===== config.mk =====
export PLATFORM = sky130hd
export DESIGN_NAME = dm_arbiter
export DESIGN_NICKNAME = d
export VERILOG_FILES = /design/src/rtl/dm_arbiter.sv
export SDC_FILE = /design/constraint.sdc
export NUM_CORES = 1
export LEC_CHECK = 0
export ABC_AREA = 1
export ABC_CLOCK_PERIOD_IN_PS = 4030
export BUFFER_PORTS_ARGS = -buffer_cell sky130_fd_sc_hd__buf_2
export CAP_MARGIN = 10
export CORE_MARGIN = 8
export CORE_UTILIZATION = 40
export DETAILED_ROUTE_END_ITERATION = 8
export GPL_TIMING_DRIVEN = 1
export PLACE_DENSITY_LB_ADDON = 0.12
export SLEW_MARGIN = 10
export SYNTH_ARGS = -nofsm -noshare
export SYNTH_HDL_FRONTEND = slang
export SYNTH_SLANG_ARGS = --single-unit
export TNS_END_PERCENT = 30

===== constraint.sdc =====
create_clock -name clk -period 4.03 [get_ports clk]
set_input_delay 0.806 -clock clk [delete_from_list [all_inputs] [get_ports clk]]
set_output_delay 0.806 -clock clk [all_outputs]
set_load 0.05 [all_outputs]

===== src/rtl/dm_arbiter.sv =====
// Two-port arbiter sharing one single-port data memory between the CPU
// load/store stage (port 0) and the debug/loader DMA (port 1).
module dm_arbiter #(
    parameter int WORD_WIDTH = 32,
    parameter int BURST_MAX  = 4
) (
    input  logic                  clk,
    input  logic                  rst,

    input  logic                  m0_req,
    input  logic                  m0_we,
    input  logic [WORD_WIDTH-1:0] m0_addr,
    input  logic [WORD_WIDTH-1:0] m0_wdata,
    output logic                  m0_gnt,
    output logic                  m0_rvalid,
    output logic [WORD_WIDTH-1:0] m0_rdata,

    input  logic                  m1_req,
    input  logic                  m1_we,
    input  logic [WORD_WIDTH-1:0] m1_addr,
    input  logic [WORD_WIDTH-1:0] m1_wdata,
    output logic                  m1_gnt,
    output logic                  m1_rvalid,
    output logic [WORD_WIDTH-1:0] m1_rdata,

    output logic [WORD_WIDTH-1:0] dm_addr,
    output logic [WORD_WIDTH-1:0] dm_wdata,
    output logic                  dm_write,
    output logic                  dm_read,
    input  logic [WORD_WIDTH-1:0] dm_rdata
);

    localparam logic [3:0] BURST_LIM = 4'(BURST_MAX);
    localparam logic [3:0] BURST_SAT = 4'hF;

    logic       owner_q, owner_d;
    logic       held_q, held_d;
    logic [3:0] burst_q, burst_d;

    logic       gnt_any;
    logic       gnt_port;
    logic       sel_we;
    logic [1:0] gnt_vec;
    logic [1:0] we_vec;

    // Grant decision: the owner keeps the memory only while it was granted
    // last cycle and has not yet used up its burst allowance.
    always_comb begin
        m0_gnt = 1'b0;
        m1_gnt = 1'b0;
        if (!rst) begin
            if (m0_req && m1_req) begin
                if (held_q && (burst_q < BURST_LIM)) begin
                    m0_gnt = ~owner_q;
                    m1_gnt = owner_q;
                end else begin
                    m0_gnt = owner_q;
                    m1_gnt = ~owner_q;
                end
            end else begin
                m0_gnt = m0_req;
                m1_gnt = m1_req;
            end
        end
    end

    assign gnt_any  = m0_gnt | m1_gnt;
    assign gnt_port = m1_gnt;
    assign gnt_vec  = {m1_gnt, m0_gnt};
    assign we_vec   = {m1_we, m0_we};

    assign dm_addr  = m1_gnt ? m1_addr  : m0_addr;
    assign dm_wdata = m1_gnt ? m1_wdata : m0_wdata;
    assign sel_we   = m1_gnt ? m1_we    : m0_we;
    assign dm_write = gnt_any & sel_we;
    assign dm_read  = gnt_any & ~sel_we;

    always_comb begin
        owner_d = owner_q;
        held_d  = held_q;
        burst_d = burst_q;
        if (gnt_any) begin
            held_d = 1'b1;
            if ((gnt_port == owner_q) && held_q) begin
                burst_d = (burst_q == BURST_SAT) ? BURST_SAT : burst_q + 4'd1;
            end else begin
                owner_d = gnt_port;
                burst_d = 4'd1;
            end
        end else begin
            held_d  = 1'b0;
            burst_d = 4'd0;
        end
    end

    // owner resets to port 1 so that port 0 wins the first contention.
    always_ff @(posedge clk) begin
        if (rst) begin
            owner_q <= 1'b1;
            held_q  <= 1'b0;
            burst_q <= 4'd0;
        end else begin
            owner_q <= owner_d;
            held_q  <= held_d;
            burst_q <= burst_d;
        end
    end

    // Per-port read return: capture memory data at the grant edge of a read.
    for (genvar gi = 0; gi < 2; gi++) begin : g_port
        logic                  rvalid_q, rvalid_d;
        logic [WORD_WIDTH-1:0] rdata_q, rdata_d;

        always_comb begin
            rvalid_d = gnt_vec[gi] & ~we_vec[gi];
            rdata_d  = rvalid_d ? dm_rdata : rdata_q;
        end

        always_ff @(posedge clk) begin
            if (rst) begin
                rvalid_q <= 1'b0;
                rdata_q  <= '0;
            end else begin
                rvalid_q <= rvalid_d;
                rdata_q  <= rdata_d;
            end
        end
    end

    // Masking with rst drops a read that is still in flight when reset hits.
    assign m0_rvalid = g_port[0].rvalid_q & ~rst;
    assign m0_rdata  = rst ? '0 : g_port[0].rdata_q;
    assign m1_rvalid = g_port[1].rvalid_q & ~rst;
    assign m1_rdata  = rst ? '0 : g_port[1].rdata_q;

endmodule


; ---- Word level (Yosys, flattened, before mapping)
; Cells that the tools add are included.
[classes]
add_sub_neg = 1
mul = 0
div = 0
n_lt_le_gt_ge = 1
eq_ne = 2
shift = 0
n_mux = 14
bitwise = 14
reduce_logical = 6
[op_table]
columns = op, n
row1 = 32-bit two-way mux, 4
row2 = 1-bit two-way mux, 9
row3 = 1-bit inverter, 7
row4 = 1-bit bitwise AND, 6
row5 = "4-bit by 1-bit adder with 4-bit output, second input constant", 1
row6 = "4-bit == test, second input constant", 1
row7 = "4-bit by 3-bit < comparator with 1-bit output, second input constant", 1
row8 = 4-bit two-way mux, 1
row9 = 1-bit logical AND, 3
row10 = 3-bit OR reduction, 1
row11 = 2-bit AND reduction, 1
row12 = 2-bit OR reduction, 1
row13 = 1-bit == test, 1
row14 = 1-bit OR, 1
[totals]
ff_bits = 72
latchBits = 0
mem_bits_rw = 0
mem_bits_ro = 0
inputBits = 166
output_inout_bits = 134
word_cells = 46
n_memories = 0

; ---- Depth between registers and ports, before layout
[depth]
depth_word = 9
ltp_mapped = 10
ltp_nobuf = 9

; ---- Least setup slack after synthesis
; No wires, ideal clock.
[synth_path]
path_type = input to output
startpoint = input m1_req
endpoint = output dm_read
arrival_ns = 2.227
path_slack_ns = 0.997
path_stages = 7
path_buffers = 1
cell_sequence = inv_1 nor2_1 nand2_4 inv_2 nand2_4 buf_6 a21oi_1
[synth_between]
elab_chain_len = 6
word_cells_on_any_way = 9
cone_classes = mux (5) / bitwise (3) / reduce/logical (1)
[synth_rtl]
columns = element, line_no
row1 = "start, declared", 18  ; input logic m1_req,
row2 = 1-bit logical AND, 52  ; if (m0_req && m1_req) begin
row3 = 1-bit two-way mux, 52
row4 = 1-bit two-way mux, 51  ; if (!rst) begin
row5 = 1-bit two-way mux, 74  ; assign sel_we = m1_gnt ? m1_we : m0_we;
row6 = 1-bit inverter, 76  ; assign dm_read = gnt_any & ~sel_we;
row7 = 1-bit bitwise AND (*), 76
row8 = "end, declared", 29  ; output logic dm_read,
; Every way passes the cells marked *; elsewhere a longest branch is shown, timed or not.

; ---- Worst setup path after layout
[layout_path]
startpoint = input m1_req
endpoint = output dm_addr[13]
[layout_between]
elab_chain_len = 4
[layout_rtl]
columns = element, line_no
row1 = 1-bit logical AND, 52
row2 = 1-bit two-way mux (*), 52
row3 = 1-bit two-way mux (*), 51
row4 = 32-bit two-way mux (*), 72  ; assign dm_addr = m1_gnt ? m1_addr : m0_addr;
row5 = "end, declared", 26  ; output logic [WORD_WIDTH-1:0] dm_addr,
; Marks and branches as above.

==> reports/summary.txt <==
Run status: complete, no violations
Max Buffers Root-to-Sink: 2
DP Wirelength: 13.1 mm
Clock skew: 0.00672 ns
Crit-path max FO: 65
Total gr overflow: 0
Post-synthesis mux area share: 0
Clock buffer count from CTS: 9
Via Count: 4857
Core Box Area: 0.0101 mm²
Setup TNS: 0 ns
Startpoint types: input port
Main combinational cell family by area after synthesis: simple AND/OR/NAND/NOR gates
Post-CTS setup repair buffer count: 0
Wire per inst: 15.3 µm
CP required: 3.22 ns
Ys async rst share: 0
FILL cells: 1085
Final core utilization: 0.568
Largest net degree at the start of global routing: 100
Synth warn: 0
Final Non-Filler Cells: 1102
Placed Area: 0.00554 mm²
Leakage power: 3.25 nW
Post-CTS resize count: 0
Top cell family by delay on the critical path: buffers and inverters
Post-synth net total: 850
GRT Total Usage: 0.228
Die width: 117 µm
Initial antenna violation count: 5
Count of final max-slew check failures: 0
Detail-routed via count per cell: 4.41
CP endpoint kind: output port
Reg-to-reg endpoint: g_port[1].rdata_q[12]
Mapped Area: 0.00407 mm²
Hold WS: 0.467 ns
Placed insts: 1082
Crit. path cell count: 9
Cells after synthesis: 683
CP cell instances: buf_2 > inv_1 > nor2_1 > nand2_4 > inv_2 > buf_12 > nand2_1 > nand2_1 > buf_2
Gpl congestion: 0.931
Drt pass-1 iters: 4
Clock transition at path regs: 0.08 ns
Post-route antenna net violation count: 0
CTS tree: done
CP Class: input port to output port
Die area: 0.0136 mm²
Via count of the first global-routing pass: 4397
Slowest-stage cell, CP: buf_12
Post-synth top flop: dfxtp_1
Synth top area share: 0.355
First-pass GRT wire length: 24.0 mm
Iter 0 DRT Violations: 393
Final net count: 1124
Port buffer count: 299
Tightest Pin Transition: 1.04 ns
Slew headroom: 0.309
Finish-stage setup viols: 0
Drt drc: 0
Unrepaired setup endpoints after global routing: no
Worst Setup SP: m1_req
DIE HEIGHT: 117 µm
Register area share after synthesis: 0.355
VDD IR max: 0.202 mV
Simple-gate share of the synthesized area: 0.400
FMAX: 0.329 GHz
Post-synth EDFFs: 0
CTS Hold Bufs: 0
Clk Latency, worst-skew pair: 0.34 ns
FP Rows: 37
Synth cell types: 26
R2R Path Start: burst_q[3]
Dominant cells by area after synthesis: dfxtp_1 35%, nand2_1 25%, nor2_1 13%
R2R setup slack: 1.88 ns
Compound-Gate Fraction of Synth Area: 0.0942
CTS sink count: 72
Root buf cell: clkbuf_8
Pwr dens: 337 mW/mm²
Synth area leader: dfxtp_1
H-tree levels: 3
Maxcap violations: 0
FF-to-FF path depth: 8
Bufs and invs on worst path: 5
Xor/xnor share of the synthesized area: 0.00215
Max incr delay on CP: 0.27 ns
Layout area overhead: 41.0%
Adder-Cell Fraction of Synth Area: 0.00308
Initial Util: 0.403
Worst hold path type: flip-flop to flip-flop
Period minus WS final: 3.04 ns
Drt total wl: 16.9 mm
Hold Violations, Final: 0
Worst setup path endpoint: dm_addr[13]
Tcrit/Tclk final: 0.755
Share of layout cells above drive strength 1: 0.347
Num ports: 300
Syn Area/Cell: 5.95 µm²
Synthesized flop and latch total: 72
Crit path arrival time: 2.24 ns
Post-route cell area: 0.00573 mm²
[registers in the layout (all words and copies together), names as in the netlist]
signal           cells
burst_q              4
g_port.rdata_q      64
g_port.rvalid_q      2
held_q               1
owner_q              1
[metrics by stage]
| stage | power [mW] | setup slack, ns |
|---|---|---|
| 5_1_grt | 2.02 | 0.824 |
| 4_1_cts | 1.95 | 1.00 |
| 6_report | 1.93 | 0.989 |
| 2_1_floorplan | 1.21 | 0.997 |
| 3_3_place_gp | 1.41 | 1.02 |
| 3_5_place_dp | 1.41 | 1.00 |
[synth_stat cells, types with 3 or more instances]
cell,n
nand2_1,268
nor2_1,138
inv_1,81
dfxtp_1,72
o21ai_1,26
a21oi_1,23
buf_6,11
a21oi_2,10
buf_2,10
buf_1,7
clkbuf_1,7
o21ai_0,7
nand3_1,4
buf_4,3
[cell usage in the layout (no fill, tap or decap), types with 2 or more instances in the layout]
master	Yosys	layout
nand2_1	268	268
nor2_1	138	138
o21ai_1	26	26
a21oi_1	23	23
buf_4	3	3
nand3_1	4	4
a21oi_2	10	10
buf_2	10	296
diode_2	0	4
clkbuf_8	0	9
clkinv_2	0	3
nand2_4	2	2
dfxtp_1	72	72
clkbuf_1	7	3
nand4_1	2	2
o211ai_1	2	2
inv_1	81	81
o21ai_0	7	7
buf_12	0	4
[cells by family after synthesis]
group	count (synthesis)
and+or+nand+nor	418
buffers and inverters	123
DFF	72
AOI/OAI and AO/OA	68
xor gates and xnor gates	1
adders and majority gates	1
[tightest hold or removal path: cells and delay by family (launching register included)]
family | cells | cell delay, ns
AO/OA/AOI/OAI | 1 | 0.05
AND/OR/NAND/NOR | 1 | 0.06
flip-flops | 1 | 0.31
[worst min path at each step]
stage                       endpoint  cells past startpoint             startpoint  slack, ns
6_report        g_port[0].rdata_q[6]                      2   g_port[0].rdata_q[6]       0.47
3_5_place_dp    g_port[0].rdata_q[2]                      2   g_port[0].rdata_q[2]       0.46
4_1_cts         g_port[0].rdata_q[0]                      2   g_port[0].rdata_q[0]       0.47
5_1_grt         g_port[0].rdata_q[9]                      2   g_port[0].rdata_q[9]       0.48
2_1_floorplan  g_port[0].rdata_q[10]                      2  g_port[0].rdata_q[10]       0.44
3_3_place_gp    g_port[0].rdata_q[0]                      2   g_port[0].rdata_q[0]       0.45
[where the power goes]
group	internal, mW	switching [mW]
clock	0.284	0.256
sequential	0.741	0.0150
combinational	0.172	0.464
[layout make-up]
class,instances,area [µm²],share of cell area
flip-flops and latches,72,1440,0.252
well taps,136,170,0.0297
multi-input cells,488,2030,0.354
clock inverters,4,45.0,0.00786
inverters,83,317,0.0552
repair buffers,303,1580,0.276
diodes,4,10.0,0.00175
clock buffers,12,135,0.0236
[routing by layer]
layer / global-route usage / wire [µm] / share of wire / vias to the layer above
met5: 0 / 20 / 0.0012 / -
met4: 0.0853 / 290 / 0.017 / 2
met3: 0.0549 / 1340 / 0.080 / 21
met2: 0.375 / 8270 / 0.49 / 172
met1: 0.283 / 6940 / 0.41 / 2090
li1: - / - / - / 2572
(Power assumes the default switching activity.)
